===== src/rtl/gray_conv_arbiter.sv =====
// Round-robin arbiter that shares one Gray-to-binary converter among N_REQ
// requesters and returns the binary result with the requester index.
//
// state | meaning
// IDLE  | waiting for any req; picks the round-robin winner, latches its word
// CONV  | converts the latched word into the output register
// OUT   | holds the result until the consumer takes it, then advances rr
module gray_conv_arbiter #(
  parameter  int N_REQ = 4,
  parameter  int W     = 4,
  localparam int IDW   = (N_REQ > 1) ? $clog2(N_REQ) : 1
) (
  input  logic               clk,
  input  logic               rst,
  input  logic [N_REQ-1:0]   req,
  input  logic [N_REQ*W-1:0] i,
  output logic [N_REQ-1:0]   grant,
  output logic [W-1:0]       o,
  output logic [IDW-1:0]     o_id,
  output logic               o_valid,
  input  logic               o_ready
);

  localparam logic [1:0] IDLE = 2'd0;
  localparam logic [1:0] CONV = 2'd1;
  localparam logic [1:0] OUT  = 2'd2;

  localparam logic [IDW-1:0] LAST_ID = IDW'(N_REQ - 1);

  logic [1:0]     state;
  logic [IDW-1:0] rr;
  logic [IDW-1:0] id_q;
  logic [W-1:0]   g_q;
  logic [IDW-1:0] win;
  logic           win_ok;
  logic [W-1:0]   bin;

  function automatic logic [W-1:0] gray2bin(input logic [W-1:0] g);
    logic [W-1:0] b;
    b[W-1] = g[W-1];
    for (int k = W - 2; k >= 0; k--) begin
      b[k] = b[k+1] ^ g[k];
    end
    return b;
  endfunction

  // The single shared converter always works on the latched word.
  assign bin = gray2bin(g_q);

  // Search starts at rr and wraps, so the first hit is the round-robin winner.
  always_comb begin
    win    = '0;
    win_ok = 1'b0;
    for (int k = 0; k < N_REQ; k++) begin
      if (!win_ok && req[(int'(rr) + k) % N_REQ]) begin
        win_ok = 1'b1;
        win    = IDW'((int'(rr) + k) % N_REQ);
      end
    end
  end

  always_ff @(posedge clk or posedge rst) begin
    if (rst) begin
      state   <= IDLE;
      rr      <= '0;
      id_q    <= '0;
      g_q     <= '0;
      grant   <= '0;
      o       <= '0;
      o_id    <= '0;
      o_valid <= 1'b0;
    end else begin
      grant <= '0;
      case (state)
        IDLE: begin
          if (win_ok) begin
            g_q   <= i[win*W +: W];
            id_q  <= win;
            grant <= N_REQ'(1) << win;
            state <= CONV;
          end
        end
        CONV: begin
          o       <= bin;
          o_id    <= id_q;
          o_valid <= 1'b1;
          state   <= OUT;
        end
        OUT: begin
          if (o_valid && o_ready) begin
            o_valid <= 1'b0;
            // Explicit wrap keeps rr in range when N_REQ is not a power of two.
            rr      <= (id_q == LAST_ID) ? '0 : id_q + 1'b1;
            state   <= IDLE;
          end
        end
        default: state <= IDLE;
      endcase
    end
  end

endmodule


===== config.mk =====
export PLATFORM = sky130hd
export DESIGN_NAME = gray_conv_arbiter
export DESIGN_NICKNAME = d
export VERILOG_FILES = /design/src/rtl/gray_conv_arbiter.sv
export SDC_FILE = /design/constraint.sdc
export NUM_CORES = 1
export LEC_CHECK = 0
export CAP_MARGIN = 10
export CORE_AREA = 3 3 64 66
export DETAILED_ROUTE_END_ITERATION = 16
export DIE_AREA = 0 0 67 69
export DONT_BUFFER_PORTS = 1
export HOLD_SLACK_MARGIN = 0.1
export MAX_ROUTING_LAYER = met4
export PLACE_DENSITY = 0.46
export SLEW_MARGIN = 20
export SYNTH_ARGS = -nofsm -noshare
export SYNTH_HDL_FRONTEND = slang
export SYNTH_SLANG_ARGS = --single-unit

===== constraint.sdc =====
create_clock -name clk -period 2.75 [get_ports clk]
set_input_delay 0.275 -clock clk [delete_from_list [all_inputs] [get_ports clk]]
set_output_delay 0.275 -clock clk [all_outputs]
set_load 0.01 [all_outputs]

Word-level counts from Yosys, hierarchy flattened
Index checks and enable logic that the tools add are counted.
{"block": "classes", "addsub": 4, "magnitude_cmp": 4, "eq_ne": 5, "shift": 2, "n_mux": 27, "bitwise_logic": 6, "reduce_logical": 16}
{"operator": "16-bit by 5-bit variable part select with 4-bit output", "count": 1}
{"operator": "2-bit two-way mux", "count": 7}
{"operator": "3-bit by 4-bit < comparator with 1-bit output (second input constant)", "count": 3}
{"operator": "1-bit two-way mux", "count": 12}
{"operator": "1-bit binary-select mux with 2-bit select", "count": 4}
{"operator": "4-bit two-way mux", "count": 2}
{"operator": "2-bit AND reduction", "count": 4}
{"operator": "2-bit one-hot mux with 3 select lines", "count": 1}
{"operator": "2-bit OR reduction", "count": 3}
{"operator": "2-bit by 1-bit adder with 2-bit output (second input constant)", "count": 2}
{"operator": "2-bit adder (second input constant)", "count": 2}
{"operator": "2-bit equality test (second input constant)", "count": 2}
{"operator": "1-bit logical AND", "count": 4}
{"operator": "2-bit != test (second input constant)", "count": 2}
{"operator": "1-bit by 2-bit << shifter with 4-bit output (first input constant)", "count": 1}
{"operator": "1-bit AND (first input constant)", "count": 3}
{"operator": "1-bit logical NOT", "count": 3}
{"operator": "2-bit by 3-bit < comparator with 1-bit output (second input constant)", "count": 1}
{"operator": "1-bit bitwise XOR", "count": 3}
{"operator": "2-bit by 1-bit equality test with 1-bit output (second input constant)", "count": 1}
{"operator": "2-bit logical NOT", "count": 1}
{"operator": "1-bit one-hot mux with 2 select lines", "count": 1}
{"operator": "2-bit nonzero test", "count": 1}
{"block": "word_totals", "register_bits": 21, "in_bits": 23, "output_inout_bits": 11, "elab_cells": 72}

Longest topological paths before layout
Gate-level depths: netlist of run 1.
{"block": "depth", "ltp_word": 17, "mapped_depth": 7, "depth_no_buf": 5}

Least setup slack after synthesis of run 1
OpenSTA, ideal clock, no wires.
{"block": "synth_path", "path_type": "flip-flop to flip-flop", "start": "register rr[1]", "end": "register g_q[3]", "setup_time_ps": 138, "arrival_ps": 1615, "required_ps": 2612, "setup_slack_ps": 998, "path_stages_with_launch": 8, "n_path_buf": 2, "synth_period_minus_slack_ps": 1752, "cell_sequence": "dfrtp_1 > buf_6 > mux2i_1 > nor2_1 > or3_4 > buf_6 > a2111oi_4 > a211oi_1"}
{"block": "synth_via", "elab_chain_len": 13, "elab_cells_between_ends": 30, "classes_between": "add/sub: 3; shift: 1; mux: 19; reduce/logical: 7"}
{"item": "from (decl)", "line": "31", "text": "logic [IDW-1:0] rr;"}
{"item": "from (signal assigned)", "line": "93", "text": "rr <= (id_q == LAST_ID) ? '0 : id_q + 1'b1;"}
{"item": "2-bit by 1-bit adder with 2-bit output / 1-bit binary-select mux with 2-bit select (equally long branches)", "line": "55, 57"}
{"item": "1-bit binary-select mux with 2-bit select / 1-bit two-way mux (equally long branches)", "line": "55", "text": "if (!win_ok && req[(int'(rr) + k) % N_REQ]) begin"}
{"item": "1-bit two-way mux (not written as such)", "line": "55"}
{"item": "1-bit two-way mux (not written as such) / 1-bit logical NOT (equally long branches)", "line": "55"}
{"item": "1-bit logical AND", "line": "55"}
{"item": "1-bit two-way mux", "line": "55"}
{"item": "1-bit logical NOT", "line": "55"}
{"item": "1-bit logical AND", "line": "55"}
{"item": "1-bit two-way mux", "line": "55"}
{"item": "1-bit logical NOT", "line": "55"}
{"item": "1-bit logical AND", "line": "55"}
{"item": "2-bit two-way mux / 1-bit two-way mux (equally long branches)", "line": "55"}
{"item": "16-bit by 5-bit variable part select with 4-bit output / 2-bit AND reduction (equally long branches)"}
{"item": "to (signal assigned)", "line": "77", "text": "g_q <= i[win*W +: W];"}
{"item": "to (decl)", "line": "33", "text": "logic [W-1:0] g_q;"}
Several ways; a longest one is shown, not always the timed one. The select of a mux whose other input is x is not followed.
A chain may end at the register's enable or synchronous reset.

Final worst setup path of run 1
{"block": "layout_path", "start": "register rr[1]", "end": "register g_q[0]"}
The elaborated chain is that of the path after synthesis.

==> impl_metrics.prom, run 1 <==
# TYPE chip_impl_metric gauge
chip_impl_info{name="status",value="completed"} 1
chip_impl_metric{name="synth-edff-count",unit=""} 0
chip_impl_metric{name="seqCellArea",unit="µm²"} 525.5
chip_impl_metric{name="area_growth",unit="%"} 8.224
chip_impl_metric{name="detail_route.wl_per_cell",unit="µm"} 14.91
chip_impl_metric{name="die_width",unit="µm"} 67
chip_impl_metric{name="power_density_over_the_cells",unit="mW/mm²"} 1125
chip_impl_metric{name="fin_nets",unit=""} 123
chip_impl_metric{name="syn_inst",unit=""} 97
chip_impl_metric{name="coreArea",unit="mm²"} 0.003633
chip_impl_metric{name="globalRoute.totalOverflow",unit=""} 0
chip_impl_metric{name="start_util",unit=""} 0.2889
chip_impl_info{name="grt_setup_unrepaired",value="no"} 1
chip_impl_metric{name="detailedPlace.worstSlack",unit="ns"} 0.7221
chip_impl_metric{name="die_h",unit="µm"} 69
chip_impl_info{name="crit_slowest_cell",value="a2111oi_0"} 1
chip_impl_metric{name="slew-limit-headroom",unit=""} 0.4722
chip_impl_metric{name="placedInstanceArea",unit="mm²"} 0.001080
chip_impl_metric{name="ys_seq_area_frac",unit=""} 0.5006
chip_impl_metric{name="port_buffers",unit=""} 0
chip_impl_metric{name="worst-slew-pin-transition",unit="ns"} 0.7909
chip_impl_info{name="cts.root.buffer_cell",value="clkbuf_8"} 1
chip_impl_info{name="start_kind",value="flip-flop"} 1
chip_impl_metric{name="quantity_of_gates_resized_following_cts",unit=""} 0
chip_impl_metric{name="setup_viol",unit=""} 0
chip_impl_metric{name="viasPerCell",unit=""} 4.904
chip_impl_metric{name="fin_worst_skew",unit="ns"} 0.003785
chip_impl_metric{name="worstPathMaxFanout",unit=""} 13
chip_impl_metric{name="power.ir.vdd_worst",unit="V"} 0.0002855
chip_impl_info{name="most_used_standard_cell_by_instance_count_after_synthesis",value="dfrtp_1"} 1
chip_impl_metric{name="cts.clk_slew.worst_paths",unit="ns"} 0.08
chip_impl_metric{name="placement_rows",unit=""} 22
chip_impl_metric{name="period_share",unit=""} 0.7602
chip_impl_metric{name="clk_latency",unit="ns"} 0.25
chip_impl_metric{name="power.leakage",unit="nW"} 0.4980
chip_impl_info{name="yosys-top-cells-area",value="dfrtp_1, mux2_2, mux2i_1"} 1
chip_impl_info{name="cts_tree",value="yes"} 1
chip_impl_info{name="hp-class",value="primary input to flip-flop"} 1
chip_impl_metric{name="floorplan.die_area",unit="mm²"} 0.004623
chip_impl_metric{name="final.setup.worst_slack",unit="ns"} 0.6593
chip_impl_metric{name="syn-cell-area",unit="mm²"} 0.001050
chip_impl_metric{name="synthArstFlopShare",unit=""} 1.000
chip_impl_metric{name="synthesis.yosys.warnings",unit=""} 0
chip_impl_metric{name="fin_area",unit="mm²"} 0.001136
chip_impl_metric{name="hold_viol",unit=""} 0
chip_impl_metric{name="worst-endpoint-required",unit="ns"} 2.86
chip_impl_metric{name="cts_buffer_count",unit=""} 3
chip_impl_metric{name="final.setup.tns",unit="ns"} 0
chip_impl_metric{name="final_layout_size_suffix_gt1_frac",unit=""} 0.1327
chip_impl_info{name="synth_commonest_cells",value="dfrtp_1, nand2_1, nor2_1, mux2_2, mux2i_1"} 1
chip_impl_metric{name="n_fill_cell",unit=""} 389
chip_impl_metric{name="syn_nets",unit=""} 121
chip_impl_metric{name="timing.max_cap.violations",unit=""} 0
chip_impl_metric{name="ctsLongestPathBuffers",unit=""} 2
chip_impl_metric{name="gp_congestion",unit=""} 0.7380
chip_impl_metric{name="flops_latches_synth",unit=""} 21
chip_impl_metric{name="place.detailed.instances",unit=""} 141
chip_impl_info{name="synthDominantAreaCellType",value="dfrtp_1"} 1
chip_impl_metric{name="grt_max_degree",unit=""} 22
chip_impl_metric{name="multi_input_comb_area",unit="µm²"} 483.0
chip_impl_metric{name="yosysTopAreaCellShare",unit=""} 0.5006
chip_impl_metric{name="worst_hold_check_slack",unit="ns"} 0.2061
chip_impl_metric{name="drt-total-wl",unit="µm"} 2177
chip_impl_metric{name="tritoncts_num_sinks",unit=""} 21
chip_impl_metric{name="detail_route.first_pass.iterations",unit=""} 4
chip_impl_metric{name="drc_errors",unit=""} 0
chip_impl_metric{name="via_count_of_the_first_global_routing_pass",unit=""} 747
chip_impl_info{name="yosys_most_used_dff",value="dfrtp_1"} 1
chip_impl_metric{name="first_iter_violations",unit=""} 35
chip_impl_metric{name="finalCriticalPeriod",unit="ns"} 2.091
chip_impl_metric{name="cpPeakStageDelay",unit="ns"} 0.58
chip_impl_metric{name="instances_no_fill",unit=""} 146
chip_impl_metric{name="critical_path_arrival",unit="ns"} 2.20
chip_impl_metric{name="grt_pass1_wl",unit="µm"} 3684
chip_impl_metric{name="yosys.cell_types.count",unit=""} 31
chip_impl_metric{name="timing.final.max_slew_violations",unit=""} 0
chip_impl_metric{name="post-dp-hpwl",unit="µm"} 1731
chip_impl_metric{name="route.vias.total",unit=""} 716
chip_impl_metric{name="grt_use_total",unit=""} 0.1043
chip_impl_metric{name="floorplan.io_pins",unit=""} 34
chip_impl_metric{name="insertedDiodeCount",unit=""} 0
chip_impl_metric{name="cts_max_level",unit=""} 1
chip_impl_info{name="timing.critical_path.cells",value="mux2i_1 > nor2_1 > or3_4 > a2111oi_0 > a211oi_1"} 1
chip_impl_info{name="crit_type",value="flip-flop to flip-flop"} 1
chip_impl_metric{name="syn_avg_cell_area",unit="µm²"} 10.82
chip_impl_metric{name="achievable-frequency",unit="MHz"} 478.3
chip_impl_metric{name="postRouteAntennaNets",unit=""} 0
chip_impl_metric{name="antenna_violations_before_repair",unit=""} 0
chip_impl_info{name="timing.critical_path.to_type",value="flip-flop"} 1
chip_impl_metric{name="ff2ff_setup_slack",unit="ns"} 0.66
[power breakdown]
part / switching (mW) / internal (mW) / total [mW]
clock network: 0.0956 / 0.101 / 0.196
registers: 0.159 / 0.453 / 0.612
logic: 0.250 / 0.220 / 0.470
[per-stage QoR]
stage,total power [mW],utilization
CTS,1.305,0.3127
floorplan,1.019,-
detailed placement,1.103,0.2972
global route,1.405,0.3127
finish,1.278,0.3127
global placement,1.095,0.2972
[final cells by class]
| cell class | count | area share |
|---|---|---|
| repair buffers | 1 | 0.008811 |
| clock inverters | 1 | 0.004405 |
| multi-input cells | 69 | 0.4251 |
| clock buffers | 3 | 0.03634 |
| well taps | 48 | 0.05286 |
| inverters | 3 | 0.009912 |
| flip-flops and latches | 21 | 0.4626 |
[critical path, delay by kind of cell (launching register included)]
kind / cells / cell delay [ns]
AOI/OAI and AO/OA: 2 / 0.68
DFF: 1 / 0.48
muxes: 1 / 0.22
and+or+nand+nor: 2 / 0.58
[cell usage in the layout (no fill, tap or decap), drive strengths merged]
| cell type | netlist | routed |
|---|---|---|
| nand2 | 13 | 13 |
| xnor2 | 1 | 1 |
| dfrtp | 21 | 21 |
| mux2i | 5 | 5 |
| nand2b | 2 | 2 |
| clkbuf | 2 | 3 |
| inv | 3 | 3 |
| mux2 | 5 | 5 |
| a2111oi | 4 | 4 |
| and3 | 2 | 2 |
| nor4 | 3 | 3 |
| o22ai | 1 | 1 |
| nor2 | 7 | 7 |
| nand3b | 2 | 2 |
| o31ai | 2 | 2 |
| nor3 | 4 | 4 |
| or3 | 2 | 2 |
| nand4b | 1 | 1 |
| o22a | 1 | 1 |
| dlygate4sd3 | 0 | 1 |
| o21ai | 2 | 2 |
| a211oi | 4 | 4 |
| ha | 1 | 1 |
| xor2 | 2 | 2 |
| o21a | 1 | 1 |
| a21o | 1 | 1 |
| clkinv | 0 | 1 |
| a21oi | 3 | 3 |
[repair_timing]
item / 4_1_cts / 5_1_grt
setup buffers: 0 / 0
hold endpoints to repair: 21 / 0
hold buffers: 1 / 0
[cells by family (layout without fill, tap and decap cells)]
group / after synthesis / in the layout / share of synthesized area
AOI/OAI and AO/OA: 19 / 19 / 0.1502
xor gates and xnor gates: 3 / 3 / 0.02503
adders and majority gates: 1 / 1 / 0.01192
buffers and inverters: 7 / 8 / 0.03933
DFF: 21 / 21 / 0.5006
muxes: 10 / 10 / 0.1013
and+or+nand+nor: 36 / 36 / 0.1716
[path summary, 6_finish.rpt]
check	start	end	cells past startpoint
hold reg to reg	id_q[0]$_DFFE_PP0P_	rr[0]$_DFFE_PP0P_	1
min in group asynchronous	rst	grant[0]$_DFF_PP0_	2
setup / recovery	rr[1]$_DFFE_PP0P_	g_q[0]$_DFFE_PP0P_	5
setup reg to reg	rr[1]$_DFFE_PP0P_	g_q[0]$_DFFE_PP0P_	5
hold / removal	o_ready	state[1]$_DFFE_PP0P_	3
max in group asynchronous	rst	o[3]$_DFFE_PP0P_	2
[per-layer routing]
metal / global-route usage / vias to the layer above / routed length [µm]
li1: - / 354 / -
met1: 0.1481 / 335 / 1045
met2: 0.1463 / 25 / 971
met3: 0.01792 / 2 / 145
met4: 0.04054 / 0 / 14
met5: - / - / 0
[state kept, by name, indices dropped and copies added, names as in the netlist]
register / cells
o_id: 2
grant: 4
o_valid: 1
id_q: 2
g_q: 4
rr: 2
state: 2
o: 4
No activity file was read; power rests on OpenSTA's default activity.
==> run 2, diff against run 1 <==
clock period = 2.1 ns   (was 2.75 ns; I/O delays follow)
==> impl_metrics.prom, run 2 (synthesis results as in run 1) <==
# TYPE chip_impl_metric gauge
chip_impl_metric{name="cp_num_buf_inv",unit=""} 1
chip_impl_metric{name="critical_path_arrival",unit="ns"} 2.03
chip_impl_metric{name="viasPerCell",unit=""} 5.014
chip_impl_metric{name="coreArea",unit="mm²"} 0.003633
chip_impl_metric{name="timing.final.max_slew_violations",unit=""} 0
chip_impl_metric{name="cts.clk_slew.worst_paths",unit="ns"} 0.08
chip_impl_metric{name="power.leakage",unit="nW"} 0.4988
chip_impl_metric{name="tritoncts_num_sinks",unit=""} 21
chip_impl_metric{name="reg2regPathDepth",unit=""} 6
chip_impl_metric{name="floorplan.io_pins",unit=""} 34
chip_impl_metric{name="cts_buffer_count",unit=""} 3
chip_impl_metric{name="finalCriticalPeriod",unit="ns"} 1.903
chip_impl_info{name="critical_path.reg2reg.endpoint",value="g_q[3]$_DFFE_PP0P_"} 1
chip_impl_metric{name="setup_viol",unit=""} 0
chip_impl_info{name="biggestRegsByFlops",value="g_q x4, grant x4, o x4"} 1
chip_impl_metric{name="post-dp-hpwl",unit="µm"} 1751
chip_impl_metric{name="detail_route.wl_per_cell",unit="µm"} 15.46
chip_impl_info{name="min_delay_worst_endpoint",value="state[1]$_DFFE_PP0P_"} 1
chip_impl_metric{name="die_width",unit="µm"} 67
chip_impl_metric{name="port_buffers",unit=""} 0
chip_impl_info{name="crit_type",value="flip-flop to flip-flop"} 1
chip_impl_info{name="critPathTopFamily",value="simple AND/OR/NAND/NOR gates"} 1
chip_impl_info{name="timing.critical_path.to_type",value="flip-flop"} 1
chip_impl_metric{name="cts_max_level",unit=""} 1
chip_impl_metric{name="drc_errors",unit=""} 0
chip_impl_metric{name="detail_route.first_pass.iterations",unit=""} 4
chip_impl_metric{name="first_iter_violations",unit=""} 25
chip_impl_info{name="commonest_cells_after_routing_fill_and_taps_aside",value="dfrtp_1, nand2_1, nor2_1"} 1
chip_impl_metric{name="die_h",unit="µm"} 69
chip_impl_metric{name="period_share",unit=""} 0.9064
chip_impl_metric{name="drt-total-wl",unit="µm"} 2273
chip_impl_info{name="timing.critical_path.cells",value="mux2i_1 > nor2_1 > or3_4 > buf_4 > a2111oi_4 > a211oi_1"} 1
chip_impl_metric{name="globalRoute.totalOverflow",unit=""} 0
chip_impl_metric{name="hold_viol",unit=""} 0
chip_impl_metric{name="postRouteAntennaNets",unit=""} 0
chip_impl_metric{name="grt_use_total",unit=""} 0.1056
chip_impl_info{name="reg_to_reg_startpoint",value="rr[1]$_DFFE_PP0P_"} 1
chip_impl_metric{name="grt_pass1_wl",unit="µm"} 3684
chip_impl_metric{name="route.vias.total",unit=""} 737
chip_impl_info{name="start_kind",value="flip-flop"} 1
chip_impl_info{name="cts_tree",value="yes"} 1
chip_impl_metric{name="timing.max_cap.violations",unit=""} 0
chip_impl_metric{name="ff2ff_setup_slack",unit="ns"} 0.20
chip_impl_info{name="grt_setup_unrepaired",value="no"} 1
chip_impl_metric{name="whs_path_depth",unit=""} 3
chip_impl_metric{name="start_util",unit=""} 0.2889
chip_impl_metric{name="area_growth",unit="%"} 9.178
chip_impl_info{name="status",value="completed"} 1
chip_impl_metric{name="final_layout_size_suffix_gt1_frac",unit=""} 0.1414
chip_impl_metric{name="power.ir.vdd_worst",unit="V"} 0.0003513
chip_impl_metric{name="ctsLongestPathBuffers",unit=""} 2
chip_impl_metric{name="worstPathMaxFanout",unit=""} 9
chip_impl_metric{name="slew-limit-headroom",unit=""} 0.4601
chip_impl_metric{name="fin_nets",unit=""} 124
chip_impl_metric{name="worst_hold_check_slack",unit="ns"} 0.1388
chip_impl_info{name="holdCritStartpoint",value="o_ready"} 1
chip_impl_metric{name="placement_rows",unit=""} 22
chip_impl_metric{name="insertedDiodeCount",unit=""} 0
chip_impl_metric{name="fin_worst_skew",unit="ns"} 0.001147
chip_impl_metric{name="final.setup.tns",unit="ns"} 0
chip_impl_info{name="layout.cells.most_common",value="dfrtp_1"} 1
chip_impl_metric{name="worst-slew-pin-transition",unit="ns"} 0.8090
chip_impl_info{name="crit_slowest_cell",value="dfrtp_2"} 1
chip_impl_metric{name="worst-endpoint-required",unit="ns"} 2.22
chip_impl_metric{name="achievable-frequency",unit="MHz"} 525.4
chip_impl_metric{name="grt_max_degree",unit=""} 22
chip_impl_metric{name="gp_congestion",unit=""} 0.7489
chip_impl_metric{name="antenna_violations_before_repair",unit=""} 0
chip_impl_metric{name="clk_latency",unit="ns"} 0.25
chip_impl_info{name="cts.root.buffer_cell",value="clkbuf_8"} 1
chip_impl_metric{name="floorplan.die_area",unit="mm²"} 0.004623
chip_impl_metric{name="power_density_over_the_cells",unit="mW/mm²"} 1485
chip_impl_info{name="hp-class",value="primary input to flip-flop"} 1
chip_impl_metric{name="via_count_of_the_first_global_routing_pass",unit=""} 761
chip_impl_metric{name="cpPeakStageDelay",unit="ns"} 0.43
## run 2: cell types whose count changed in the layout (fill, tap and decap cells not counted), sizes merged
cell    delta
buf        +1
clkbuf     +1
clkinv     -1
## run 2: layout make-up
| cell class | instances | area (µm²) |
|---|---|---|
| Fill cell | 390 | 2487 |
| Sequential cell | 21 | 526.8 |
| Multi-Input combinational cell | 69 | 485.5 |
| Tap cell | 48 | 60.06 |
| Clock buffer | 4 | 45.04 |
| Timing Repair Buffer | 2 | 17.52 |
| Inverter | 3 | 11.26 |
## run 2: metrics by stage
stage | worst slack [ns] | area (µm²) | power, mW | instances | utilization
final | 0.1965 | 1146 | 1.702 | 147 | 0.3154
after CTS | 0.07839 | 1142 | 1.723 | 147 | 0.3144
after global placement | 0.09735 | 1087 | 1.442 | 142 | 0.2992
after global routing | 0.03694 | 1146 | 1.860 | 147 | 0.3154
after detailed placement | 0.1005 | 1087 | 1.457 | 142 | 0.2992
after floorplan | 0.3475 | 1050 | 1.334 | 97 | -
## run 2: power breakdown
| group | total [mW] | switching [mW] | leakage [nW] | internal [mW] |
|---|---|---|---|---|
| combinational | 0.637 | 0.338 | 0.221 | 0.299 |
| clock | 0.263 | 0.128 | 0.0228 | 0.135 |
| sequential | 0.802 | 0.207 | 0.255 | 0.595 |
| total | 1.70 | 0.673 | 0.499 | 1.03 |
## run 2: worst register-to-register path, delay by kind of cell, from the launching register on
kind,cells,cell delay (ns)
simple gates,2,0.52
flops,1,0.43
compound gates,2,0.42
mux,1,0.20
buf+inv,1,0.19
## run 2: metal layers
| layer | part of all wire | GRT usage |
|---|---|---|
| met5 | 0 | - |
| met4 | 0.0062 | 0.04054 |
| met3 | 0.053 | 0.01140 |
| met2 | 0.43 | 0.1507 |
| met1 | 0.51 | 0.1520 |
## run 2: repair_timing
item                                   4_1_cts  5_1_grt
endpoints found under the hold margin       21        0
setup endpoints to repair                    0        4
hold buffers                                 1        0
resized for setup                            0        3
setup buffers                                0        0
## run 2: worst max-delay path by stage
stage                           start            endpoint  slack, ns  cells after the start
floorplan           rr[1]$_DFFE_PP0P_  g_q[3]$_DFFE_PP0P_       0.35                      7
global route        rr[1]$_DFFE_PP0P_  g_q[3]$_DFFE_PP0P_       0.04                      6
finish              rr[1]$_DFFE_PP0P_  g_q[3]$_DFFE_PP0P_       0.20                      6
global placement    rr[1]$_DFFE_PP0P_  g_q[2]$_DFFE_PP0P_        0.1                      5
detailed placement  rr[1]$_DFFE_PP0P_  g_q[0]$_DFFE_PP0P_       0.10                      5
CTS                 rr[1]$_DFFE_PP0P_  g_q[0]$_DFFE_PP0P_       0.08                      5
==> run 3, diff against run 2 <==
==> constraint.sdc (replaced) <==
create_clock -name clk -period 2.3 [get_ports clk]
set_input_delay 0.23 -clock clk [delete_from_list [all_inputs] [get_ports clk]]
set_output_delay 0.23 -clock clk [all_outputs]
set_load 0.005 [all_outputs]
==> impl_metrics.prom, run 3 (synthesis results as in run 1) <==
# TYPE chip_impl_metric gauge
chip_impl_info{name="status",value="completed"} 1
chip_impl_metric{name="placedInstanceArea",unit="mm²"} 0.001080
chip_impl_metric{name="grt_pass1_wl",unit="µm"} 3594
chip_impl_info{name="crit_type",value="flip-flop to flip-flop"} 1
chip_impl_metric{name="n_fill_cell",unit=""} 380
chip_impl_metric{name="worst_hold_check_slack",unit="ns"} 0.1612
chip_impl_metric{name="power.combinational.fraction",unit=""} 0.377
chip_impl_metric{name="first_iter_violations",unit=""} 45
chip_impl_metric{name="period_share",unit=""} 0.9071
chip_impl_metric{name="detail_route.first_pass.iterations",unit=""} 4
chip_impl_metric{name="power_density_over_the_cells",unit="mW/mm²"} 1327
chip_impl_metric{name="antenna_violations_before_repair",unit=""} 0
chip_impl_metric{name="floorplan.io_pins",unit=""} 34
chip_impl_info{name="cts_tree",value="yes"} 1
chip_impl_metric{name="grt_max_degree",unit=""} 22
chip_impl_metric{name="fin_nets",unit=""} 123
chip_impl_metric{name="final.setup.worst_slack",unit="ns"} 0.2137
chip_impl_metric{name="placement_rows",unit=""} 22
chip_impl_metric{name="instances_no_fill",unit=""} 146
chip_impl_info{name="timing.critical_path.to_type",value="flip-flop"} 1
chip_impl_metric{name="detail_route.wl_per_cell",unit="µm"} 14.75
chip_impl_metric{name="via_count_of_the_first_global_routing_pass",unit=""} 705
chip_impl_metric{name="power.ir.vdd_worst",unit="V"} 0.0003789
chip_impl_metric{name="sw_frac_of_total",unit=""} 0.3864
chip_impl_info{name="cts.root.buffer_cell",value="clkbuf_8"} 1
chip_impl_metric{name="cts_buffer_count",unit=""} 3
chip_impl_metric{name="start_util",unit=""} 0.2889
chip_impl_metric{name="detailedPlace.worstSlack",unit="ns"} 0.2705
chip_impl_metric{name="viasPerCell",unit=""} 4.952
chip_impl_metric{name="cts.clk_slew.worst_paths",unit="ns"} 0.08
chip_impl_metric{name="final_util",unit=""} 0.3127
chip_impl_metric{name="port_buffers",unit=""} 0
chip_impl_metric{name="report.power.total",unit="mW"} 1.507
chip_impl_metric{name="die_width",unit="µm"} 67
chip_impl_metric{name="slew-limit-headroom",unit=""} 0.4863
chip_impl_metric{name="worst-endpoint-required",unit="ns"} 2.42
chip_impl_info{name="hp-class",value="primary input to flip-flop"} 1
chip_impl_metric{name="floorplan.die_area",unit="mm²"} 0.004623
chip_impl_info{name="start_kind",value="flip-flop"} 1
chip_impl_metric{name="final_layout_size_suffix_gt1_frac",unit=""} 0.1327
chip_impl_metric{name="whs_path_depth",unit=""} 3
chip_impl_metric{name="clk_latency",unit="ns"} 0.25
chip_impl_metric{name="post-dp-hpwl",unit="µm"} 1694
chip_impl_metric{name="reg2regPathDepth",unit=""} 5
chip_impl_metric{name="worst-slew-pin-transition",unit="ns"} 0.7696
chip_impl_metric{name="critical_path_arrival",unit="ns"} 2.20
chip_impl_metric{name="sequentialPowerShare",unit=""} 0.465
chip_impl_metric{name="power.share.clock",unit=""} 0.158
chip_impl_metric{name="total_switching_power",unit="mW"} 0.5825
chip_impl_metric{name="area_growth",unit="%"} 8.224
chip_impl_metric{name="gp_congestion",unit=""} 0.7379
chip_impl_metric{name="die_h",unit="µm"} 69
chip_impl_metric{name="coreArea",unit="mm²"} 0.003633
chip_impl_metric{name="drc_errors",unit=""} 0
chip_impl_metric{name="globalRoute.totalOverflow",unit=""} 0
chip_impl_metric{name="ctsLongestPathBuffers",unit=""} 2
chip_impl_metric{name="cpPeakStageDelay",unit="ns"} 0.58
chip_impl_metric{name="final.setup.tns",unit="ns"} 0
chip_impl_metric{name="route.vias.total",unit=""} 723
chip_impl_metric{name="insertedDiodeCount",unit=""} 0
chip_impl_metric{name="finalCriticalPeriod",unit="ns"} 2.086
chip_impl_metric{name="fin_worst_skew",unit="ns"} 0.002082
chip_impl_info{name="layout.cells.most_common",value="dfrtp_1"} 1
chip_impl_metric{name="p_int",unit="mW"} 0.9248
chip_impl_metric{name="place.detailed.instances",unit=""} 141
chip_impl_metric{name="postRouteAntennaNets",unit=""} 0
chip_impl_info{name="timing.critical_path.cells",value="mux2i_1 > nor2_1 > or3_4 > a2111oi_0 > a211oi_1"} 1
chip_impl_metric{name="grt_use_total",unit=""} 0.1019
chip_impl_metric{name="drt-total-wl",unit="µm"} 2153
chip_impl_metric{name="fin_area",unit="mm²"} 0.001136
chip_impl_metric{name="setup_viol",unit=""} 0
chip_impl_info{name="biggestRegsByFlops",value="g_q x4, grant x4, o x4"} 1
chip_impl_info{name="crit_slowest_cell",value="a2111oi_0"} 1
chip_impl_metric{name="cts_max_level",unit=""} 1
chip_impl_metric{name="tritoncts_num_sinks",unit=""} 21
chip_impl_metric{name="timing.max_cap.violations",unit=""} 0
chip_impl_info{name="commonest_cells_after_routing_fill_and_taps_aside",value="dfrtp_1, nand2_1, nor2_1"} 1
chip_impl_metric{name="worstPathMaxFanout",unit=""} 13
chip_impl_info{name="grt_setup_unrepaired",value="no"} 1
chip_impl_metric{name="achievable-frequency",unit="MHz"} 479.3
chip_impl_metric{name="timing.final.max_slew_violations",unit=""} 0
chip_impl_metric{name="hold_viol",unit=""} 0
chip_impl_metric{name="power.leakage",unit="nW"} 0.4980
## run 3: cell types whose count changed in the layout (fill, tap and decap cells not counted), sizes merged
cell | before | now
buf | 1 | 0
clkinv | 0 | 1
clkbuf | 4 | 3
## run 3: path summary, 6_finish.rpt
kind	start	end	slack, ns
min in group asynchronous	rst	o[1]$_DFFE_PP0P_	0.55
max in group asynchronous	rst	o[3]$_DFFE_PP0P_	1.27
setup reg to reg	rr[1]$_DFFE_PP0P_	g_q[0]$_DFFE_PP0P_	0.21
hold / removal	o_ready	state[1]$_DFFE_PP0P_	0.16
setup / recovery	rr[1]$_DFFE_PP0P_	g_q[0]$_DFFE_PP0P_	0.21
hold reg to reg	o[0]$_DFFE_PP0P_	o[0]$_DFFE_PP0P_	0.51
## run 3: worst max-delay path, delay by kind of cell (launching register included)
family             cells  cell delay [ns]
AOI/OAI and AO/OA      2             0.68
muxes                  1             0.21
and+or+nand+nor        2             0.58
DFF                    1             0.48
## run 3: routing by layer
metal,vias to the layer above,wire [µm],track usage
met3,2,134,0.02117
met1,347,1029,0.1450
met2,22,974,0.1397
met5,-,0,-
met4,0,15,0.04054
li1,352,-,-
## run 3: layout make-up
type / instances / area [µm²] / share of cell area
Clock buffer: 3 / 41.29 / 0.03634
Clock inverter: 1 / 5.005 / 0.004405
Inverter: 3 / 11.26 / 0.009912
Multi-Input combinational cell: 69 / 483.0 / 0.4251
Sequential cell: 21 / 525.5 / 0.4626
Tap cell: 48 / 60.06 / 0.05286
Timing Repair Buffer: 1 / 10.01 / 0.008811
## run 3: power groups by stage
stage | sequential (mW) | clock [mW] | combinational, mW
3_3_place_gp | 0.708 | 0 | 0.570
4_1_cts | 0.706 | 0.244 | 0.580
2_1_floorplan | 0.651 | 0 | 0.536
3_5_place_dp | 0.714 | 0 | 0.576
5_1_grt | 0.735 | 0.262 | 0.647
6_report | 0.701 | 0.238 | 0.568
## run 3: what timing repair did
item / in CTS / in global routing
setup buffers: 0 / 0
setup endpoints to repair: 0 / 0
endpoints found under the hold margin: 21 / 0
hold buffers: 1 / 0
gates resized for setup: 0 / 0
